$ cat src/rtl/aes_word_loader_if.sv
// aes_word_loader_if: word stream in, AES_128 core link, and 128-bit result stream out
interface aes_word_loader_if;
   logic         in_valid;
   logic         in_ready;
   logic [31:0]  in_data;
   logic         in_is_key;
   logic [127:0] aes_key;
   logic [127:0] aes_state;
   logic [127:0] aes_out;
   logic         out_valid;
   logic         out_ready;
   logic [127:0] out_data;
   logic         key_loaded;
   logic         busy;
   modport slave (
      input  in_valid, in_data, in_is_key, aes_out, out_ready,
      output in_ready, aes_key, aes_state, out_valid, out_data, key_loaded, busy
   );
   modport master (
      output in_valid, in_data, in_is_key, aes_out, out_ready,
      input  in_ready, aes_key, aes_state, out_valid, out_data, key_loaded, busy
   );
endinterface

$ cat src/rtl/aes_word_loader.sv
// aes_word_loader: assembles key/state words for AES_128, waits a settle time, captures the result
module aes_word_loader #(
   parameter int SETTLE_CYCLES = 2,
   parameter int CNT_W         = 4
) (
   input logic clk,
   input logic rst_n,
   aes_word_loader_if.slave bus
);
   typedef enum logic [1:0] {FILL, RUN, HOLD} state_t;
   state_t state, next_state;
   logic [127:0] key_reg, state_reg, out_reg;
   logic [1:0] key_cnt, data_cnt;
   logic key_loaded, pending;
   logic [CNT_W-1:0] settle;
   logic in_fire, key_fire, data_fire, key_wrap, data_wrap, launch;
   assign bus.in_ready   = rst_n && state == FILL;
   assign bus.aes_key    = key_reg;
   assign bus.aes_state  = state_reg;
   assign bus.out_data   = out_reg;
   assign bus.out_valid  = state == HOLD;
   assign bus.busy       = state != FILL;
   assign bus.key_loaded = key_loaded;
   assign in_fire   = bus.in_valid && bus.in_ready;
   assign key_fire  = in_fire && bus.in_is_key;
   assign data_fire = in_fire && !bus.in_is_key;
   assign key_wrap  = key_fire && key_cnt == 2'd3;
   assign data_wrap = data_fire && data_cnt == 2'd3;
   // a full block waits (pending) until the key is complete; completing it in the same cycle counts
   assign launch    = (data_wrap || pending) && (key_loaded || key_wrap);
   always_comb begin
      next_state = (state == FILL && launch)          ? RUN  :
                   (state == RUN  && settle == '0)    ? HOLD :
                   (state == HOLD && bus.out_ready)   ? FILL : state;
   end
   always_ff @(posedge clk or negedge rst_n) begin
      if (!rst_n) begin
         state      <= FILL;
         key_reg    <= '0;
         state_reg  <= '0;
         out_reg    <= '0;
         key_cnt    <= '0;
         data_cnt   <= '0;
         key_loaded <= 1'b0;
         pending    <= 1'b0;
         settle     <= '0;
      end else begin
         state <= next_state;
         if (key_fire) begin
            key_reg    <= {key_reg[95:0], bus.in_data};
            key_cnt    <= key_cnt + 2'd1;
            key_loaded <= key_cnt == 2'd3;
         end
         if (data_fire) begin
            state_reg <= {state_reg[95:0], bus.in_data};
            data_cnt  <= data_cnt + 2'd1;
         end
         pending <= launch ? 1'b0 : (data_wrap ? 1'b1 : pending);
         if (launch)
            settle <= CNT_W'(SETTLE_CYCLES - 1);
         else if (state == RUN)
            settle <= settle - 1'b1;
         if (state == RUN && settle == '0)
            out_reg <= bus.aes_out;
      end
   end
endmodule

$ cat src/flat_wrapper.sv
// flat-port wrapper written by rule: the top's interface ports become plain ports
module aes_word_loader_flat 
#(
   parameter int SETTLE_CYCLES = 2,
   parameter int CNT_W         = 4
)
  (clk, rst_n, bus_in_valid, bus_in_data, bus_in_is_key, bus_aes_out, bus_out_ready, bus_in_ready, bus_aes_key, bus_aes_state, bus_out_valid, bus_out_data, bus_key_loaded, bus_busy);
  aes_word_loader_if bus_i ();
  input logic clk;
  input logic rst_n;
  input wire logic [$bits(bus_i.in_valid)-1:0] bus_in_valid;
  input wire logic [$bits(bus_i.in_data)-1:0] bus_in_data;
  input wire logic [$bits(bus_i.in_is_key)-1:0] bus_in_is_key;
  input wire logic [$bits(bus_i.aes_out)-1:0] bus_aes_out;
  input wire logic [$bits(bus_i.out_ready)-1:0] bus_out_ready;
  output wire logic [$bits(bus_i.in_ready)-1:0] bus_in_ready;
  output wire logic [$bits(bus_i.aes_key)-1:0] bus_aes_key;
  output wire logic [$bits(bus_i.aes_state)-1:0] bus_aes_state;
  output wire logic [$bits(bus_i.out_valid)-1:0] bus_out_valid;
  output wire logic [$bits(bus_i.out_data)-1:0] bus_out_data;
  output wire logic [$bits(bus_i.key_loaded)-1:0] bus_key_loaded;
  output wire logic [$bits(bus_i.busy)-1:0] bus_busy;
  assign bus_i.in_valid = bus_in_valid;
  assign bus_i.in_data = bus_in_data;
  assign bus_i.in_is_key = bus_in_is_key;
  assign bus_i.aes_out = bus_aes_out;
  assign bus_i.out_ready = bus_out_ready;
  assign bus_in_ready = bus_i.in_ready;
  assign bus_aes_key = bus_i.aes_key;
  assign bus_aes_state = bus_i.aes_state;
  assign bus_out_valid = bus_i.out_valid;
  assign bus_out_data = bus_i.out_data;
  assign bus_key_loaded = bus_i.key_loaded;
  assign bus_busy = bus_i.busy;
  aes_word_loader #(.SETTLE_CYCLES(SETTLE_CYCLES), .CNT_W(CNT_W)) u_core (.clk(clk), .rst_n(rst_n), .bus(bus_i));
endmodule
$ cat config.mk
export PLATFORM = sky130hd
export DESIGN_NAME = aes_word_loader_flat
export DESIGN_NICKNAME = d
export VERILOG_FILES = /design/src/rtl/aes_word_loader_if.sv /design/src/rtl/aes_word_loader.sv /design/src/flat_wrapper.sv
export SDC_FILE = /design/constraint.sdc
export NUM_CORES = 1
export LEC_CHECK = 0
export ABC_AREA = 1
export CORE_AREA = 2 2 214 216
export DETAILED_ROUTE_END_ITERATION = 10
export DIE_AREA = 0 0 216 218
export RECOVER_POWER = 25
export SYNTH_ARGS = -nofsm -noshare
export SYNTH_HDL_FRONTEND = slang
export SYNTH_SLANG_ARGS = --single-unit
$ cat constraint.sdc
create_clock -name clk -period 3.75 [get_ports clk]
set_input_delay 0.5625 -clock clk [delete_from_list [all_inputs] [get_ports clk]]
set_output_delay 0.5625 -clock clk [all_outputs]
set_load 0.005 [all_outputs]
Word level (Yosys, flattened, before mapping) --
Index checks and enable logic that the tools add are counted.
Cells by class: $mul 0, reductions and logical operators 19, multiplexer cells 7, bitwise operators 0, order comparisons 0, div/mod/pow operators 0, $add $sub $neg 3, eq/ne operators 4, shift operators 0
Operators by type and width (count):
- logical AND 1 bit | 10
- two-way mux 4 bit | 2
- equality test 2 bit (second input constant) | 3
- two-way mux 2 bit | 3
- nonzero test 2 bit | 3
- adder 2 x 1 -> 2 bit (second input constant) | 2
- logical NOT 4 bit | 1
- subtractor 4 x 1 -> 4 bit (second input constant) | 1
- nonzero test 3 bit | 1
- equality test 2 x 1 -> 1 bit (second input constant) | 1
- logical NOT 2 bit | 1
- logical OR 1 bit | 2
- two-way mux 1 bit | 2
- logical NOT 1 bit | 1
Word-level totals: bits in latches 0, flip-flop bits (word level) 396, bits in writable memories 0, bits in read-only memories 0, input bits 165, memories 0

Depth between registers and ports, before layout --
Gate-level depths: netlist of the first run.
depth in word-level cells 9, depth in mapped cells 8, mapped depth without buffers 7

Least setup slack after synthesis of the first run --
No wires, ideal clock.
kind register to register, start reg u_core.settle[0], end reg u_core.out_reg[76] (netlist: u_core.bus.out_data[76]), period minus slack after synthesis 1.515 ns, path slack 2.235 ns, cell stages (with the launch flop) 7, data arrival time 1.388 ns, required time 3.622 ns, path buffers 2, library setup time 0.128 ns, path through dfrtp_1 -> inv_1 -> ha_1 -> nand3_2 -> buf_2 -> buf_2 -> mux2_1
Between the ends: cells in the longest elaborated chain, start to end 2
RTL lines:
- start, declared | line aes_word_loader.sv:15 | logic [CNT_W-1:0] settle;
- start signal, assigned | line aes_word_loader.sv:60 | settle <= CNT_W'(SETTLE_CYCLES - 1);
- start signal, assigned | line aes_word_loader.sv:62 | settle <= settle - 1'b1;
- logical NOT 4 bit | line aes_word_loader.sv:63 | if (state == RUN && settle == '0)
- logical AND 1 bit | line aes_word_loader.sv:63
- end signal, assigned | line aes_word_loader.sv:64 | out_reg <= bus.aes_out;
- end, declared | line aes_word_loader.sv:12 | logic [127:0] key_reg, state_reg, out_reg;
Every way passes these cells. A chain may end at the register's enable or synchronous reset.

Final worst setup path of the first run --
start in rst_n, end reg u_core.key_reg[45] (netlist: u_core.bus.aes_key[45])
Between the ends: cells in the longest elaborated chain, start to end 3
RTL lines:
- start, declared | line flat_wrapper.sv:10 | input logic rst_n;
- logical AND 1 bit | line aes_word_loader.sv:17 | assign bus.in_ready = rst_n && state == FILL;
- logical AND 1 bit | line aes_word_loader.sv:24 | assign in_fire = bus.in_valid && bus.in_ready;
- logical AND 1 bit | line aes_word_loader.sv:25 | assign key_fire = in_fire && bus.in_is_key;
- end signal, assigned | line aes_word_loader.sv:50 | key_reg <= {key_reg[95:0], bus.in_data};
- end, declared | line aes_word_loader.sv:12
Every way passes these cells.

==> impl_results.md, run 1 <==
- Peak supply drop: ~280 uV
- Routability Congestion: 0.825
- Cells along the critical path: dlygate4sd3_1, buf_8, nand4_1, buf_2, o21ai_0
- Worst path max stage delay: between 1 and 1.5 ns
- Avg Synthesized Cell Area: 10.9 um2
- Comb pwr share: between 5 and 6%
- Lkg Pwr: 10.6 nW
- Int Pwr: about 7.3 mW
- Final #Nets: 2069
- CTS tree: yes
- Buf/Inv on CP: 3
- Most Crowded Layer GR: met2
- Synth top area share: 66.8%
- Clk pwr share: 47.7%
- FF-to-FF End: u_core.bus.out_data[5]
- First-pass GRT wire length: 76.3 mm
- Slowest cell on crit path: buf_2
- Sequential Power Share: 46.9%
- Total CTS buffers: 45
- Main synth FF type: dfrtp_1
- CP startpoint: rst_n
- GRT Total Usage: 21.8%
- CP Max Fanout: 102
- Setup ws final: 0.807 ns
- Worst slew margin: -18.0%
- Net Sw Frac: 21.6%
- Final antenna-violating net count: 0
- Post-CTS setup buffer count: 0
- Met2 Usage GRT: 38.2%
- Fillers: 4113
- Crit path depth: 5
- Sequential area share after synthesis: 66.8%
- Initial drt markers: 593
- R2r worst-path depth: 6
- Slew Limit Fails: 103
- Final hold vios: 0
- Synth top area cells: dfrtp_1 67%, nand2_1 13%, mux2_1 7.4%
- FFs w/ async S/R, synth: 100%
- Mapped Cells: 1355
- Critical path destination: u_core.bus.aes_key[45]
- Area leader, netlist: dfrtp_1
- Startpoint Class: input port
- Slew @ Worst Pin: 1.77 ns
- Crit path max-delay family: buffers and inverters
- R2r setup slk: 0.92 ns
- Setup Skew: 0.00789 ns
- Worst R2R Start: u_core.settle[0]
- Syn Nets: about 1500
- Most frequent cell after synthesis: nand2_1
- Met3 Usage GRT: between 10% and 20%
- Fmax: 340 MHz
- Status: finished, violations left
- Setup TNS: 0 ns
- Min Hold Slack: 0.469 ns
- Routed via count: 11500
- Setup violators final: 0
- Core Area: 44900 um2
- Ys Warns: 0
- Worst skew pair latency: roughly 0.56 ns
- Port buffer count: around 550
- Dpl hpwl: 38.4 mm
- # rows: slightly below 80
- Worst EP required: around 4 ns
- Die width: approximately 220 um
- Post-synth EDFFs: 0
- Hold/Removal Path Class: reg2reg
- Vias in the first global route: between 10000 and 15000
- CTS resizes: 0
- CTS Buffer Depth: 3
- Final period util: 78.5%
- Max_cap viols: 1
- H-tree levels: 2
- Starting Density: 33.0%
- Failing checks: max-capacitance violations, max-slew violations
- Final wirelength: 51.8 mm
- Via density per instance: 4.52
- Period minus WS final: 2.94 ns
- Initial antenna violation count: 12
- Clock sinks: 396
- Die Y: 218 um
- Root buffer cell: clkbuf_16
- TritonRoute pass-1 iters: 6
- I/O pins: 553
- Critical path class: in2reg
- Synth cell count leaders: 528 x nand2_1, 396 x dfrtp_1, 111 x o21ai_0, 98 x mux2_1, 73 x inv_1
- NetSw: around 2.0 mW
- Largest net degree at the start of global routing: 135
- Mapped cell area: 14800 um2
- Routed len/inst: 20.4 um
- Grt met1 use: 23.9%
- DRC: 0
- Syn-to-layout area delta: 51.2%
- Power Total: about 9.3 mW
- PwrDens: 416 nW/um2
- Die area: 47100 um2
- Reg clk slew, reported paths: 0.06 ns
- RSZ-0062 raised after global routing: false
- Share of layout cells above drive strength 1: 6.31%
- CP arrival: 3.30 ns
- FF+latch count, synth: 396
- Grt ovf: 0
- Pre-CTS setup slack: 0.935 ns
- Post-synth cell types: 26
- CP Capture Type: register
-- kinds of logic after synthesis --
logic type,count (synthesis),share of synthesized area (%)
simple gates,541,13.9
flops,396,66.8
buf+inv,146,4.34
compound gates,136,4.64
mux,128,9.72
xor+xnor,4,0.236
fa+ha+maj,4,0.337
-- layout make-up --
| cell class | instances | area, um2 | share of cell area [%] |
|---|---|---|---|
| Antenna cell | 4 | 10.0 | 0.0446 |
| Clock buffer | 65 | 1300 | 5.80 |
| Clock inverter | 15 | 193 | 0.859 |
| Inverter | 76 | 290 | 1.29 |
| Multi-Input combinational cell | 813 | 4280 | 19.1 |
| Sequential cell | 396 | 9910 | 44.2 |
| Tap cell | 600 | 751 | 3.35 |
| Timing Repair Buffer | 568 | 5680 | 25.3 |
-- layout by cell type, fill, tap and decap left out, drive strengths merged --
master	count
nand3	5
clkinv	7
a21boi	1
o21bai	1
ha	4
xor2	3
o21a	1
buf	14
nand2	528
mux2	128
clkbuf	67
dfrtp	396
nor2	7
xnor2	1
bufinv	4
a21oi	3
inv	77
diode	4
clkdlybuf4s50	419
clkinvlp	3
o21ai	130
nand4	1
dlygate4sd3	133
-- worst min path at each step --
stage	startpoint	end	slack [ns]	depth (start not counted)
global placement	u_core.data_cnt[1]	u_core.data_cnt[1]	0.46	2
floorplan	rst_n	u_core.bus.aes_key[0]	0.27	0
CTS	u_core.bus.aes_key[114]	u_core.bus.aes_key[114]	0.48	2
detailed placement	u_core.bus.aes_state[106]	u_core.bus.aes_state[106]	0.46	2
global route	u_core.bus.out_data[39]	u_core.bus.out_data[39]	0.49	1
finish	u_core.bus.aes_state[106]	u_core.bus.aes_state[106]	0.47	2
-- metrics by stage --
step	area (um2)	util (%)	std cells
4_1_cts	22400	50.0	2533
6_report	22400	49.9	2537
3_5_place_dp	20900	46.6	2452
3_3_place_gp	20900	46.6	2452
2_1_floorplan	14800	-	1355
5_1_grt	22400	49.9	2533
-- per-layer routing --
metal  up-vias  part of all wire, %
li1       5388                    -
met1      5573                   37
met2       410                   50
met3        83                   11
met4        18                  2.4
met5         -                 0.23
-- worst register-to-register path, delay by kind of cell (launching register included) --
family | cells | cell delay, ns
muxes | 1 | 0.42
DFF | 1 | 0.35
adders and majority gates | 1 | 0.23
and+or+nand+nor | 1 | 0.07
buffers and inverters | 3 | 1.64
-- power by group through the flow --
stage,clock (mW),combinational [mW],sequential [mW]
6_report,4.45,0.506,4.38
2_1_floorplan,0,0.0499,4.46
5_1_grt,4.75,0.544,4.38
3_3_place_gp,0,0.529,4.45
4_1_cts,4.59,0.540,4.38
3_5_place_dp,0,0.535,4.46
-- repair_timing --
action	CTS	global route
endpoints found under the hold margin	48	0
setup endpoints to repair	0	0
hold buffers	1	0
Power figures use the tool's default switching activity.
==> run 2: changes to the inputs <==
Clock period 3.75 ns to 2.9 ns, I/O delays scaled along.
==> run 2 against run 1 <==
Compared with the run above:
- the flow still finishes with violations (max-capacitance violations, max-slew violations)
- highest routed layer unchanged
- final cell count decreased by 0.20%
- power increased by 29%
- routed wire length decreased by 0.45%
- sequential power increased by 29%
==> impl_results.md, run 2 (synthesis gave the netlist of run 1 again) <==
- Slew @ Worst Pin: 1.63 ns (-0.140 ns)
- Post-CTS setup buffer count: 0 (unchanged)
- Die Y: 218 um (unchanged)
- Reg area: 9910 um2 (unchanged)
- I/O pins: 553 (unchanged)
- Lkg Pwr: 10.4 nW (-1.5%)
- Period minus WS final: 2.61 ns
- Routed via count: 11400 (-0.63%)
- Met3 Usage GRT: 9.55% (-0.67 points)
- Setup Skew: 0.0199 ns (+0.0120 ns)
- Final antenna-violating net count: 0 (unchanged)
- Die area: 47100 um2 (unchanged)
- RSZ-0062 raised after global routing: false
- Worst path max stage delay: 0.60 ns (-0.74 ns)
- TritonRoute pass-1 iters: 5 (-1)
- Setup TNS: 0 ns (unchanged)
- Die width: 216 um (unchanged)
- Syn-to-layout area delta: 51.2% (about the same)
- Cells along the critical path: nor2_2, inv_1, nor2_1, clkdlybuf4s50_1
- Routed len/inst: 20.4 um (-0.25%)
- Final hold vios: 0 (unchanged)
- Fillers: 4087 (-0.63%)
- Routability Congestion: 0.856 (+3.7%)
- Startpoint Class: register
- Dpl hpwl: 38.2 mm (-0.54%)
- DRC: 0 (unchanged)
- Setup violators final: 0 (unchanged)
- Final #Nets: 2068 (-0.048%)
- Port buffer count: 552 (unchanged)
- Final core utilization: 50.0% (about the same)
- R2r worst-path depth: 7 (+1)
- Starting Density: 33.0% (unchanged)
- Failing checks: max-capacitance violations, max-slew violations
- Core Area: 44900 um2 (unchanged)
- CTS Buffer Depth: 3 (unchanged)
- Final period util: 90.0%
- Reg clk slew, reported paths: 0.06 ns (about the same)
- Worst EP required: 2.47 ns (-1.64 ns)
- First-pass GRT wire length: 75.3 mm (-1.3%)
- Fmax: 383 MHz
- R2r setup slk: 0.68 ns (-0.24 ns)
- Max_cap viols: 1 (unchanged)
- Via density per instance: 4.50 (-0.43%)
- Most Crowded Layer GR: met2
- CTS tree: yes
- CP Max Fanout: 5 (-95%)
- Multi-input gate area: 4300 um2 (+0.35%)
- Final wirelength: 51.6 mm (-0.45%)
- CP Capture Type: primary output
- GRT Total Usage: 21.5% (-0.26 points)
- Worst R2R Start: u_core.state[0]
- Met2 Usage GRT: 37.1% (-1.1 points)
- Buf/Inv on CP: 2 (-1)
- Grt met1 use: 24.2% (+0.27 points)
- Largest net degree at the start of global routing: 177 (+31%)
- Slew Limit Fails: 177 (+72%)
- Status: finished, violations left
- Initial drt markers: 759 (+28%)
- Root buffer cell: clkbuf_16
- Slowest cell on crit path: clkdlybuf4s50_1
- CP arrival: 2.18 ns (-1.12 ns)
- Clock sinks: 396 (unchanged)
- H-tree levels: 2 (unchanged)
- PwrDens: 536 nW/um2 (+29%)
- Grt ovf: 0 (unchanged)
- FF-to-FF End: u_core.settle[1]
- Most frequent cells in the layout: 551 x clkdlybuf4s50_1, 528 x nand2_1, 396 x dfrtp_1
- Most common cell after layout, fill and taps aside: clkdlybuf4s50_1
- Total CTS buffers: 44 (-2.2%)
- Critical path class: reg2out
- Crit path max-delay family: buffers and inverters
- # rows: 78 (unchanged)
- Share of layout cells above drive strength 1: 6.21% (-0.097 points)
- Vias in the first global route: 11700 (-2.1%)
- Hold/Removal Path Class: in2async
- Worst skew pair latency: 0.57 ns (about the same)
- Initial antenna violation count: 5 (-7)
- Peak supply drop: 612 uV (+120%)
- Worst slew margin: -8.65% (+9.3 points)
run 2: changes by cell type in the layout (fill, tap and decap cells not counted), moves of 2 or more:
cell,previous run,this run
clkdlybuf4s50_1,419,551
clkinvlp_4,3,0
diode_2,4,1
dlygate4sd3_1,133,1
inv_6,0,2
run 2: how the worst max path moves through the flow:
| stage | cells after the start | from | endpoint | slack [ns] |
|---|---|---|---|---|
| final | 4 | u_core.state[0] | bus_in_ready | 0.29 |
| after global routing | 4 | u_core.state[0] | bus_in_ready | 0.15 |
| after CTS | 4 | u_core.state[0] | bus_in_ready | 0.23 |
| after detailed placement | 7 | bus_in_valid | u_core.settle[1] | 0.58 |
| after global placement | 8 | bus_in_valid | u_core.state[0] | 0.59 |
| after floorplan | 6 | u_core.settle[0] | u_core.bus.out_data[76] | 1.38 |
run 2: metrics by stage:
step | instance area (um2) | power (mW) | hold slack, ns | setup slack (ns) | instances
global route | 22400 | 12.5 | 0.279 | 0.149 | 2531
CTS | 22400 | 12.2 | 0.269 | 0.235 | 2531
floorplan | 14800 | 5.83 | 0.139 | 1.38 | 1355
finish | 22400 | 12.0 | 0.295 | 0.290 | 2532
global placement | 21000 | 6.44 | 0.295 | 0.590 | 2452
detailed placement | 21000 | 6.45 | 0.294 | 0.581 | 2452
run 2: final cells by class:
cell class,instances,share of cell area (%)
Sequential cell,396,44.2
Multi-Input combinational cell,813,19.2
Antenna cell,1,0.0112
Timing Repair Buffer,568,25.4
Inverter,76,1.29
Tap cell,600,3.35
Clock inverter,11,0.725
Clock buffer,67,5.83
run 2: power by group:
part,internal (mW),switching (mW)
clock network,3.46,2.25
registers,5.62,0.0441
logic,0.397,0.268
run 2: per-layer routing:
metal / vias up / routed length (um) / share of wire (%)
met2: 403 / 25400 / 49
met1: 5535 / 19700 / 38
met5: - / 57 / 0.11
li1: 5380 / - / -
met3: 74 / 5080 / 9.9
met4: 8 / 1410 / 2.7
run 2: timing repair:
item	CTS	global route
gates resized for setup	0	0
hold buffers	1	0
hold endpoints to repair	12	0
==> run 3: changes to the inputs <==
Settings changed: PLACE_DENSITY from default to 0.65.
Clock period 2.9 ns to 2.1 ns, I/O delays scaled along.
==> run 3 against run 2 <==
Compared with the run above:
- the run now ends clean
- clock-buffer cell count increased by 2
- global-route usage increased by 0.12 points
- sequential share of layout area decreased by 0.37 points
- die area unchanged
- critical endpoint is now bus_busy
- largest power group unchanged
==> impl_results.md, run 3 (synthesis gave the netlist of run 1 again) <==
- Period minus WS final: 2.03 ns
- CTS Buffer Depth: 3 (unchanged)
- Fillers: 4056 (-0.76%)
- Worst path max stage delay: 0.50 ns (-0.10 ns)
- Root buffer cell: clkbuf_16
- Startpoint Class: register
- H-tree levels: 2 (unchanged)
- Share of layout cells above drive strength 1: 6.86% (+0.65 points)
- Status: completed
- Total CTS buffers: 44 (unchanged)
- Worst skew pair latency: 0.57 ns (about the same)
- Setup Skew: 0.0133 ns (-0.00663 ns)
- Setup TNS: 0 ns (unchanged)
- Worst slew margin: 18.8% (+27 points)
- FF-to-FF End: u_core.bus.aes_state[60]
- R2r worst-path depth: 8 (+1)
- Slew @ Worst Pin: 1.22 ns (-0.412 ns)
- Hold depth: 2
- Grt ovf: 0 (unchanged)
- CP Capture Type: primary output
- Reg area: 9910 um2 (about the same)
- Final period util: a little under 100%
- Via density per instance: 4.49 (-0.22%)
- Die width: 216 um (unchanged)
- Final core utilization: 50.4% (+0.44 points)
- First-pass GRT wire length: 76.1 mm (+0.99%)
- Most common cell after layout, fill and taps aside: clkdlybuf4s50_1
- Worst R2R Start: u_core.state[1]
- Final hold vios: 0 (unchanged)
- Initial drt markers: 744 (-2.0%)
- Slowest cell on crit path: clkdlybuf4s50_1
- Hold wc startpoint: bus_aes_out[31]
- Fmax: 493 MHz
- Routed via count: 11400 (+0.096%)
- I/O pins: 553 (unchanged)
- Worst EP required: 1.78 ns (-0.69 ns)
- Dpl hpwl: 38.3 mm (+0.45%)
- Largest net degree at the start of global routing: 129 (-27%)
- Routability Congestion: 0.860 (+0.46%)
- PwrDens: 742 nW/um2 (+38%)
- Setup violators final: 0 (unchanged)
- Cells along the critical path: nor2_4, inv_1, clkdlybuf4s50_1
- Critical path class: reg2out
- Final wirelength: 51.5 mm (-0.15%)
- Buf/Inv on CP: 2 (unchanged)
- Final antenna-violating net count: 0 (unchanged)
- Hold/Removal Path Class: in2reg
- # rows: 78 (unchanged)
- CP startpoint: u_core.state[1]
- Syn-to-layout area delta: 52.6%
- Port buffer count: 552 (unchanged)
- Multi-input gate area: 4300 um2 (+0.12%)
- Die Y: 218 um (unchanged)
- Clock sinks: 396 (unchanged)
- Routed len/inst: 20.3 um (-0.47%)
- Final #Nets: 2073 (+0.24%)
- CP Max Fanout: 4 (-1)
- Most frequent cells in the layout: 549 x clkdlybuf4s50_1, 528 x nand2_1, 394 x dfrtp_1
- CP arrival: 1.71 ns (-0.47 ns)
- CTS tree: yes
- Crit path max-delay family: buffers and inverters
- Lkg Pwr: 10.5 nW (+1.0%)
- Slew Limit Fails: 0 (-100%)
- Max_cap viols: 0 (-1)
- Die area: 47100 um2 (unchanged)
- Vias in the first global route: 11800 (+0.61%)
- Peak supply drop: 496 uV (-19%)
- Starting Density: 33.0% (unchanged)
- GRT Total Usage: 21.7% (+0.12 points)
- RSZ-0062 raised after global routing: false
- TritonRoute pass-1 iters: 5 (unchanged)
- R2r setup slk: 0.29 ns (-0.39 ns)
- Worst Hold Path EP: u_core.bus.out_data[31]
- DRC: 0 (unchanged)
- Reg clk slew, reported paths: 0.06 ns (about the same)
- Initial antenna violation count: 7 (+2)
- Core Area: 44900 um2 (unchanged)
==> run 3: cell type report <==
cell class	instances	share of cell area, %
multi-input combinational	813	19.0
antenna	2	0.0221
sequential	396	43.8
clock buffer	69	6.08
tap	600	3.32
timing repair buffer	573	25.8
inverter	76	1.28
clock inverter	11	0.652
==> run 3: report_power, final <==
group | switching, mW | internal [mW] | total [mW]
registers | 0.0613 | 7.76 | 7.82
logic | 0.380 | 0.554 | 0.934
clock network | 3.17 | 4.87 | 8.04
==> run 3: through the flow <==
stage          power (mW)  cells  worst slack, ns  hold WS, ns  area (um2)
2_1_floorplan        8.06   1355            0.585       0.0194       14800
3_3_place_gp         8.91   2456            0.179        0.462       21100
3_5_place_dp         8.92   2456            0.118        0.465       21100
4_1_cts              17.1   2538           0.0278        0.298       22600
5_1_grt              17.4   2539           0.0110        0.318       22600
6_report             16.8   2540           0.0736        0.335       22600
==> run 3: how the worst max path moves through the flow <==
stage | end | slack, ns | cells after the start
finish | bus_busy | 0.07 | 3
global route | bus_busy | 0.01 | 3
CTS | bus_busy | 0.03 | 3
detailed placement | u_core.bus.aes_state[60] | 0.12 | 7
global placement | u_core.bus.aes_state[60] | 0.18 | 7
floorplan | u_core.bus.out_data[76] | 0.58 | 6
==> run 3: what timing repair did <==
action	in CTS	in global routing
hold buffers	1	0
gates resized for setup	4	1
setup buffers	1	0
setup endpoints to repair	3	1
pin swaps	1	0
cloned	0	0
endpoints found under the hold margin	295	0
==> run 3: per-layer routing <==
metal,wire length (um),global-route usage (%)
met1,18900,23.7
met2,25400,37.0
met3,5610,9.86
met4,1540,8.13
met5,52,0
